### config.mk
export PLATFORM = sky130hd
export DESIGN_NAME = gate_test_seq_flat
export DESIGN_NICKNAME = d
export VERILOG_FILES = /design/src/rtl/gate_test_seq_if.sv /design/src/rtl/gate_test_seq.sv /design/src/flat_wrapper.sv
export SDC_FILE = /design/constraint.sdc
export NUM_CORES = 1
export LEC_CHECK = 0
export CORE_ASPECT_RATIO = 1.1
export CORE_UTILIZATION = 45
export CTS_BUF_LIST = sky130_fd_sc_hd__clkbuf_4 sky130_fd_sc_hd__clkbuf_8
export DETAILED_ROUTE_END_ITERATION = 8
export PLACE_DENSITY = 0.72
export SLEW_MARGIN = 20
export SYNTH_ARGS = -nofsm -noshare
export SYNTH_HDL_FRONTEND = slang
export SYNTH_SLANG_ARGS = --single-unit
### constraint.sdc
create_clock -name clk -period 2.7 [get_ports clk]
set_clock_uncertainty 0.2 [all_clocks]
set_input_delay 0.54 -clock clk [delete_from_list [all_inputs] [get_ports clk]]
set_output_delay 0.54 -clock clk [all_outputs]
set_load 0.02 [all_outputs]
### src/rtl/gate_test_seq_if.sv
// Signal bundle between the gate test sequencer and its controller / gate under test.
// master = controller side (requests a sweep, models the gate), slave = sequencer.
interface gate_test_seq_if;
  logic       start;
  logic       abort;
  logic [1:0] op_sel;
  logic       dut_y;
  logic       dut_a;
  logic       dut_b;
  logic       busy;
  logic       done;
  logic       pass;
  logic [3:0] result;
  logic [2:0] err_cnt;

  modport master (
    output start, abort, op_sel, dut_y,
    input  dut_a, dut_b, busy, done, pass, result, err_cnt
  );

  modport slave (
    input  start, abort, op_sel, dut_y,
    output dut_a, dut_b, busy, done, pass, result, err_cnt
  );
endinterface

### src/rtl/gate_test_seq.sv
// Gate test sequencer: drives the four input vectors of a 2-input gate, waits SETTLE
// cycles per vector, samples the gate output and counts mismatches against the chosen op.
//
// state      | meaning
// -----------+----------------------------------------------------------
// ST_IDLE    | waiting for start; results of the last sweep held
// ST_SETTLE  | stimulus applied, counting SETTLE cycles before sampling
// ST_SAMPLE  | one cycle: capture dut_y, compare, advance vector
// ST_DONE    | one cycle: done/pass registered on the edge leaving it
module gate_test_seq #(
  parameter int unsigned SETTLE = 2
) (
  input  logic          clk,
  input  logic          rst_n,
  gate_test_seq_if.slave bus
);

  typedef enum logic [1:0] {
    ST_IDLE   = 2'd0,
    ST_SETTLE = 2'd1,
    ST_SAMPLE = 2'd2,
    ST_DONE   = 2'd3
  } state_t;

  localparam logic [3:0] SETTLE_LAST = 4'(SETTLE - 1);

  state_t     state;
  state_t     state_nxt;
  logic [1:0] op;
  logic [1:0] vec;
  logic [3:0] cnt;
  logic [3:0] result;
  logic [2:0] err_cnt;
  logic       done;
  logic       pass;

  logic       accept;
  logic       abort_run;
  logic       settle_tc;
  logic       exp_y;

  assign settle_tc = (cnt == SETTLE_LAST);

  always_comb begin
    exp_y = 1'b0;
    case (op)
      2'b00:   exp_y = ~vec[0];
      2'b01:   exp_y = vec[0] & vec[1];
      2'b10:   exp_y = vec[0] | vec[1];
      default: exp_y = vec[0] ^ vec[1];
    endcase
  end

  always_ff @(posedge clk or negedge rst_n) begin
    if (!rst_n) state <= ST_IDLE;
    else        state <= state_nxt;
  end

  always_comb begin
    state_nxt = state;
    accept    = 1'b0;
    abort_run = 1'b0;
    case (state)
      ST_IDLE: begin
        // abort has priority over a simultaneous start
        if (bus.start && !bus.abort) begin
          accept    = 1'b1;
          state_nxt = ST_SETTLE;
        end
      end
      ST_SETTLE: begin
        if (bus.abort) begin
          abort_run = 1'b1;
          state_nxt = ST_IDLE;
        end else if (settle_tc) begin
          state_nxt = ST_SAMPLE;
        end
      end
      ST_SAMPLE: begin
        if (bus.abort) begin
          abort_run = 1'b1;
          state_nxt = ST_IDLE;
        end else if (vec == 2'd3) begin
          state_nxt = ST_DONE;
        end else begin
          state_nxt = ST_SETTLE;
        end
      end
      ST_DONE:  state_nxt = ST_IDLE;
      default:  state_nxt = ST_IDLE;
    endcase
  end

  always_ff @(posedge clk or negedge rst_n) begin
    if (!rst_n) begin
      op      <= 2'b00;
      vec     <= 2'd0;
      cnt     <= 4'd0;
      result  <= 4'd0;
      err_cnt <= 3'd0;
      done    <= 1'b0;
      pass    <= 1'b0;
    end else begin
      done <= 1'b0;
      if (accept) begin
        op      <= bus.op_sel;
        vec     <= 2'd0;
        cnt     <= 4'd0;
        result  <= 4'd0;
        err_cnt <= 3'd0;
        pass    <= 1'b0;
      end else if (abort_run) begin
        vec     <= 2'd0;
        cnt     <= 4'd0;
        result  <= 4'd0;
        err_cnt <= 3'd0;
        pass    <= 1'b0;
      end else begin
        case (state)
          ST_SETTLE: cnt <= cnt + 4'd1;
          ST_SAMPLE: begin
            result[vec] <= bus.dut_y;
            if ((bus.dut_y != exp_y) && (err_cnt != 3'd4)) err_cnt <= err_cnt + 3'd1;
            // vector 3 stays applied after the sweep until the next start
            if (vec != 2'd3) begin
              vec <= vec + 2'd1;
              cnt <= 4'd0;
            end
          end
          ST_DONE: begin
            done <= 1'b1;
            pass <= (err_cnt == 3'd0);
          end
          default: ;
        endcase
      end
    end
  end

  // Stimulus comes straight from the vector register, so it only moves on SETTLE entry.
  assign bus.dut_a   = vec[0];
  assign bus.dut_b   = vec[1];
  assign bus.busy    = (state != ST_IDLE);
  assign bus.done    = done;
  assign bus.pass    = pass;
  assign bus.result  = result;
  assign bus.err_cnt = err_cnt;

endmodule

### src/flat_wrapper.sv
// flat-port wrapper written by rule: the top's interface ports become plain ports
module gate_test_seq_flat 
#(
  parameter int unsigned SETTLE = 2
)
  (clk, rst_n, bus_start, bus_abort, bus_op_sel, bus_dut_y, bus_dut_a, bus_dut_b, bus_busy, bus_done, bus_pass, bus_result, bus_err_cnt);
  gate_test_seq_if bus_i ();
  input  logic clk;
  input  logic rst_n;
  input wire logic [$bits(bus_i.start)-1:0] bus_start;
  input wire logic [$bits(bus_i.abort)-1:0] bus_abort;
  input wire logic [$bits(bus_i.op_sel)-1:0] bus_op_sel;
  input wire logic [$bits(bus_i.dut_y)-1:0] bus_dut_y;
  output wire logic [$bits(bus_i.dut_a)-1:0] bus_dut_a;
  output wire logic [$bits(bus_i.dut_b)-1:0] bus_dut_b;
  output wire logic [$bits(bus_i.busy)-1:0] bus_busy;
  output wire logic [$bits(bus_i.done)-1:0] bus_done;
  output wire logic [$bits(bus_i.pass)-1:0] bus_pass;
  output wire logic [$bits(bus_i.result)-1:0] bus_result;
  output wire logic [$bits(bus_i.err_cnt)-1:0] bus_err_cnt;
  assign bus_i.start = bus_start;
  assign bus_i.abort = bus_abort;
  assign bus_i.op_sel = bus_op_sel;
  assign bus_i.dut_y = bus_dut_y;
  assign bus_dut_a = bus_i.dut_a;
  assign bus_dut_b = bus_i.dut_b;
  assign bus_busy = bus_i.busy;
  assign bus_done = bus_i.done;
  assign bus_pass = bus_i.pass;
  assign bus_result = bus_i.result;
  assign bus_err_cnt = bus_i.err_cnt;
  gate_test_seq #(.SETTLE(SETTLE)) u_core (.clk(clk), .rst_n(rst_n), .bus(bus_i));
endmodule
Word level (Yosys, flattened, before mapping)
Index checks and enable logic that the tools add are counted.
{"block": "word_totals", "wordCells": 83, "regBits": 19, "inputBits": 7, "output_inout_bits": 12}
{"block": "op_classes", "mux": 35, "addsub": 3, "bitwise": 4, "n_reduce_logical": 18, "magnitude_cmp": 2, "eq_ne": 13}
{"operator": "$mux 4", "n": 6}
{"operator": "$mux 2", "n": 9}
{"operator": "$mux 3", "n": 4}
{"operator": "$reduce_bool 3->1", "n": 4}
{"operator": "$mux 1", "n": 11}
{"operator": "$eq 2x2->1 const B", "n": 4}
{"operator": "$pmux 2 s4", "n": 1}
{"operator": "$pmux 4 s2", "n": 1}
{"operator": "$reduce_and 2->1", "n": 4}
{"operator": "$add 4x1->4 const B", "n": 1}
{"operator": "$bwmux 4", "n": 1}
{"operator": "$eq 2x1->1 const B", "n": 2}
{"operator": "$eq 4x1->1 const B", "n": 1}
{"operator": "$logic_not 2->1", "n": 2}
{"operator": "$ne 4x1->1 const B", "n": 1}
{"operator": "$reduce_bool 4->1", "n": 1}
{"operator": "$add 3x1->3 const B", "n": 1}
{"operator": "$logic_and 1x1->1", "n": 3}
{"operator": "$logic_not 3->1", "n": 1}
{"operator": "$lt 2x3->1 const B", "n": 1}
{"operator": "$ne 3x2->1 const B", "n": 1}
{"operator": "$ne 3x3->1 const B", "n": 1}
{"operator": "$pmux 1 s3", "n": 1}
{"operator": "$add 2x1->2 const B", "n": 1}
{"operator": "other kinds (12)", "n": 12}

Depth between registers and ports, before layout
{"block": "depth", "ltp_word": 8, "mapped_depth": 6, "mapped_depth_nobuf": 6}

Worst setup path before layout
OpenSTA, ideal clock, no wires.
{"block": "synth_timing", "path_kind": "register -> register", "from": "register u_core.vec[0]", "to": "register u_core.err_cnt[0], in the netlist u_core.bus.err_cnt[0]", "t_arrival_ns": 1.824, "setup_slack_ns": 0.597, "required_ns": 2.421, "setup_ns": 0.079, "stages_incl_launch_ff": 7, "n_path_buf": 0, "period_less_slack_ns": 2.103, "cell_sequence": "dfrtp_1 inv_1 ha_1 inv_1 mux4_2 mux2i_4 mux2i_1"}
{"block": "synth_between", "elab_chain_cells": 6, "word_cells_on_any_way": 9, "classes_between": "eq/ne: 1; mux: 1; bitwise: 4; reduce/logical: 3"}
{"item": "from (decl)", "line": "gate_test_seq.sv:30", "rtl": "logic [1:0] vec;"}
{"item": "from (signal assigned)", "line": "gate_test_seq.sv:126", "rtl": "vec <= vec + 2'd1;"}
{"item": "$xor 1x1->1, or another cell as far along", "line": "gate_test_seq.sv:50", "rtl": "default: exp_y = vec[0] ^ vec[1];"}
{"item": "$pmux 1 s3 (*)", "line": "gate_test_seq.sv:46", "rtl": "case (op)"}
{"item": "$ne 1x1->1 (*)", "line": "gate_test_seq.sv:123", "rtl": "if ((bus.dut_y != exp_y) && (err_cnt != 3'd4)) err_cnt <= err_cnt + 3'd1;"}
{"item": "$logic_and 1x1->1 (*)", "line": "gate_test_seq.sv:123"}
{"item": "$reduce_bool 3->1 (no line) (*)"}
{"item": "$reduce_and 2->1 (no line) (*)"}
{"item": "to (signal assigned)", "line": "gate_test_seq.sv:123"}
{"item": "to (decl)", "line": "gate_test_seq.sv:33", "rtl": "logic [2:0] err_cnt;"}
Every way passes the cells marked *; elsewhere a longest branch is shown, timed or not.
A chain may end at the register's enable or synchronous reset.

Final worst setup path
{"block": "layout_timing", "from": "register u_core.state[0]", "to": "output port bus_busy"}
{"block": "layout_between", "elab_chain_cells": 1}
{"item": "from (decl)", "line": "gate_test_seq.sv:27", "rtl": "state_t state;"}
{"item": "from (signal assigned)", "line": "gate_test_seq.sv:56", "rtl": "else state <= state_nxt;"}
{"item": "$reduce_bool 2->1", "line": "gate_test_seq.sv:143", "rtl": "assign bus.busy = (state != ST_IDLE);"}
{"item": "to (decl)", "line": "flat_wrapper.sv:16", "rtl": "output wire logic [$bits(bus_i.busy)-1:0] bus_busy;"}
No other way between the ends.

==> results <==
- The async set-or-reset flop fraction in the synthesized netlist is 1.000.
- Total power for the finished layout comes to 1.045 mW.
- TritonCTS created 3 clock buffers.
- The worst-case IR drop observed on VDD is 0.4947 mV.
- The total count of hold-check failures in the final report is 0.
- For this run, the post-layout net count is 168.
- The startpoint identified for the worst hold timing path is u_core.op[0].
- The number of setup buffers added after CTS is 0.
- Gates resized during post-CTS repair numbered 0.
- The critical setup path kind is register to output port.
- The area overhead of the layout relative to synthesis is 21.68%.
- After detailed routing, the number of vias per cell comes to 5.305.
- Dividing the synthesized area by the synthesized cell count gives 9.189 µm².
- The worst register-to-register path has a setup slack of 0.49 ns.
- The switching power is 0.4262 mW.
- The post-detailed-routing wire length is 2160 µm.
- The launch instance of the worst register-to-register path is u_core.state[0].
- Counting flops with a built-in enable in the synthesized netlist gives 0.
- The detailed-router iteration count before antenna repair is 4.
- Of the post-synthesis cell area, the dominant cell type holds 0.4139.
- Setup repair after global routing left no endpoint under its margin.
- The minimum clock period after layout is 2.448 ns.
- The share of the yosys chip area belonging to registers is 0.4139.
- The placer's final routability congestion estimate is 0.8132.
- The total setup violations reported at the end of the flow is 0.
- The sequential group share of total power is 0.380.
- The final total negative setup slack is 0 ns.
- The TritonCTS sink count is 19.
- The run finished with clean final reports.
- The residual DRC count is 0.
- Counting cells, the worst reg-to-reg path comes to 6.
- The fraction of final layout cells with drive strength greater than 1 is 0.06803.
- The max-slew violation count is 0.
- The post-synthesis cell type count is 25.
- Counting every instance in the synthesized netlist gives 125.
- The worst hold path class is register to register.
- The post-place setup slack is 0.4166 ns.
- The first global-routing pass estimated 3760 µm of wire.
- STA classifies the critical path startpoint as a register.
- The number of antenna violations at the first check in global routing came to 0.
- The transition at the pin with the smallest max-transition slack is 0.4982 ns.
- The maximum clock rate is 408.6 MHz.
- The required time of the worst setup path is 1.96 ns.
- Of the total power, the share spent switching nets is 0.4077.
- Across all layers, the routed design uses 939 vias.
- The type of element capturing the critical path is an output port.
- In this run the worst path has a maximum fanout of 5.
- The internal portion of the total power is 0.6192 mW.
- The total grt overflow is 0.
- The analysis attributes to cell leakage a power of 0.6240 nW.
- The number of antenna diodes in the final layout is 0.
- In the post-synthesis netlist, the biggest area contributors are sky130_fd_sc_hd__dfrtp_1, sky130_fd_sc_hd__ha_1, sky130_fd_sc_hd__nand2_1.
- After detailed routing, the average wire length per cell comes to 12.20 µm.
- During synthesis, Yosys emitted a total of 0 warnings.
- Of the total power, combinational logic draws 0.485.
- The number of hold buffers added after cts is 0.
- Measured along the x axis, the die boundary spans 50.17 µm.
- Across every metal layer, demand over resource in global routing totals 0.1893.
- The library cell used most frequently in the layout, excluding fill and tap cells, is sky130_fd_sc_hd__nand2_1.
- The via count of the first global-routing pass came to 901.
- The clock transition at the register clock pins on the worst setup and hold paths after CTS is 0.11 ns.
- After floorplanning, the core was sized to cover 2320 µm².
- The flip-flop and latch count after synthesis is 19.
- The largest net degree at the start of global routing is 20.
- Dividing the final minimum period by the clock period gives 0.9065.
- The effective utilization at floorplan is 0.4951.
- Clock tree synthesis selected as its root buffer the cell sky130_fd_sc_hd__clkbuf_4.
- The die outline area is 2759 µm².
- The largest total area in the synthesized netlist belongs to sky130_fd_sc_hd__dfrtp_1.
- The commonest register cell after synthesis is sky130_fd_sc_hd__dfrtp_1.
- The end point of the most critical hold path is u_core.op[0].
- Measured against its own limit, the worst slew margin works out to 0.6679.
- In this run the number of H-tree levels came out at 1.
- The worst register-to-register path ends at u_core.bus.err_cnt[1].
- The max-cap check violation count is 0.
- The number of nets handed over by synthesis was 145.
- The library cells used most frequently in the layout, excluding fill and tap cells, are sky130_fd_sc_hd__nand2_1, sky130_fd_sc_hd__dfrtp_1, sky130_fd_sc_hd__clkdlybuf4s50_1, sky130_fd_sc_hd__ha_1, sky130_fd_sc_hd__a21oi_1.
- The total of buffers placed on input and output ports is 18.
- The hold path depth is 2.
- The synthesized netlist occupies a cell area of 1149 µm².
- The HPWL after detailed placement is 1685 µm.
- Clock latency on the worst-skew pair, taken at its later pin, is 0.29 ns.
- The maximum buffer depth of the clock tree is 2.
- The count of nets left with antenna violations once routing finished came out at 0.
- The die is 54.99 µm tall.
- Of the total power, the clock network draws 0.136.
- Setup slack on the critical path of the routed design comes to 0.2525 ns.
- The worst path arrival time is 1.71 ns.
- TritonCTS built the clock tree.
- The floorplan has 18 rows.
- For this design the ratio of total power to cell area is 748.0 nW/µm².
- The first-iteration detailed-routing DRC count is 18.
- 19 I/O pins were placed.
==> through the flow <==
| stage | instance area, µm² | util | hold WS, ns | std cells |
|---|---|---|---|---|
| after floorplan | 1149 | - | 0.04441 | 125 |
| after global placement | 1370 | 0.5906 | 0.2685 | 173 |
| after detailed placement | 1370 | 0.5906 | 0.2774 | 173 |
| after CTS | 1398 | 0.6025 | 0.3031 | 177 |
| after global routing | 1398 | 0.6025 | 0.3598 | 177 |
| final | 1398 | 0.6025 | 0.3006 | 177 |
==> power by group through the flow <==
stage          registers [mW]  logic (mW)  clock network, mW
6_report                0.397       0.507              0.142
3_5_place_dp            0.403       0.509                  0
3_3_place_gp            0.402       0.497                  0
4_1_cts                 0.398       0.511              0.148
5_1_grt                 0.410       0.572              0.160
2_1_floorplan           0.425       0.323                  0
==> final cells by class <==
| class | instances | area (µm²) |
|---|---|---|
| Clock buffer | 3 | 22.52 |
| Clock inverter | 1 | 5.005 |
| Fill cell | 225 | 922.1 |
| Inverter | 12 | 45.04 |
| Multi-Input combinational cell | 93 | 624.3 |
| Sequential cell | 19 | 475.5 |
| Tap cell | 30 | 37.54 |
| Timing Repair Buffer | 19 | 187.7 |
==> sequential cells by signal (all words and copies together) (netlist names) <==
register and flops:
u_core.state 2, u_core.bus.done 1, u_core.bus.err_cnt 3, u_core.vec 2
u_core.cnt 4, u_core.op 2, u_core.bus.pass 1, u_core.bus.result 4
==> cell usage after synthesis (all sizes together), types with 2 or more instances <==
library cell,number
nand2,28
dfrtp,19
ha,13
a21oi,12
inv,12
nand3,7
mux2i,6
o21ai,5
nor2,4
nand2b,3
nand3b,3
or3,2
==> layer usage <==
layer | routed length [µm] | global-route usage | up-vias
li1 | - | - | 461
met1 | 933 | 0.2205 | 452
met2 | 1124 | 0.3378 | 22
met3 | 71 | 0.03279 | 4
met4 | 31 | 0.1000 | 0
met5 | 0 | 0 | -
==> how the worst max path moves through the flow <==
stage | startpoint | to | slack, ns | depth (start not counted)
2_1_floorplan | u_core.vec[0] | u_core.bus.err_cnt[0] | 0.60 | 6
3_3_place_gp | bus_abort | u_core.cnt[3] | 0.47 | 5
3_5_place_dp | bus_abort | u_core.cnt[3] | 0.42 | 5
4_1_cts | u_core.state[0] | bus_busy | 0.24 | 4
5_1_grt | u_core.state[1] | bus_busy | 0.11 | 4
6_report | u_core.state[0] | bus_busy | 0.25 | 4
==> logic make-up after synthesis <==
group,count (synthesis),share of synthesized area
simple gates,51,0.2070
compound gates,20,0.09478
flops,19,0.4139
buf+inv,13,0.04248
fa+ha+maj,13,0.1416
mux,8,0.09259
xor+xnor,1,0.007627
==> critical path, stage by stage (launching register included) <==
cell                              delay [ns]
sky130_fd_sc_hd__dfrtp_1                0.39
sky130_fd_sc_hd__inv_1                  0.10
sky130_fd_sc_hd__ha_1                   0.27
sky130_fd_sc_hd__inv_1                  0.07
sky130_fd_sc_hd__clkdlybuf4s50_1        0.59
(Power assumes the default switching activity.)
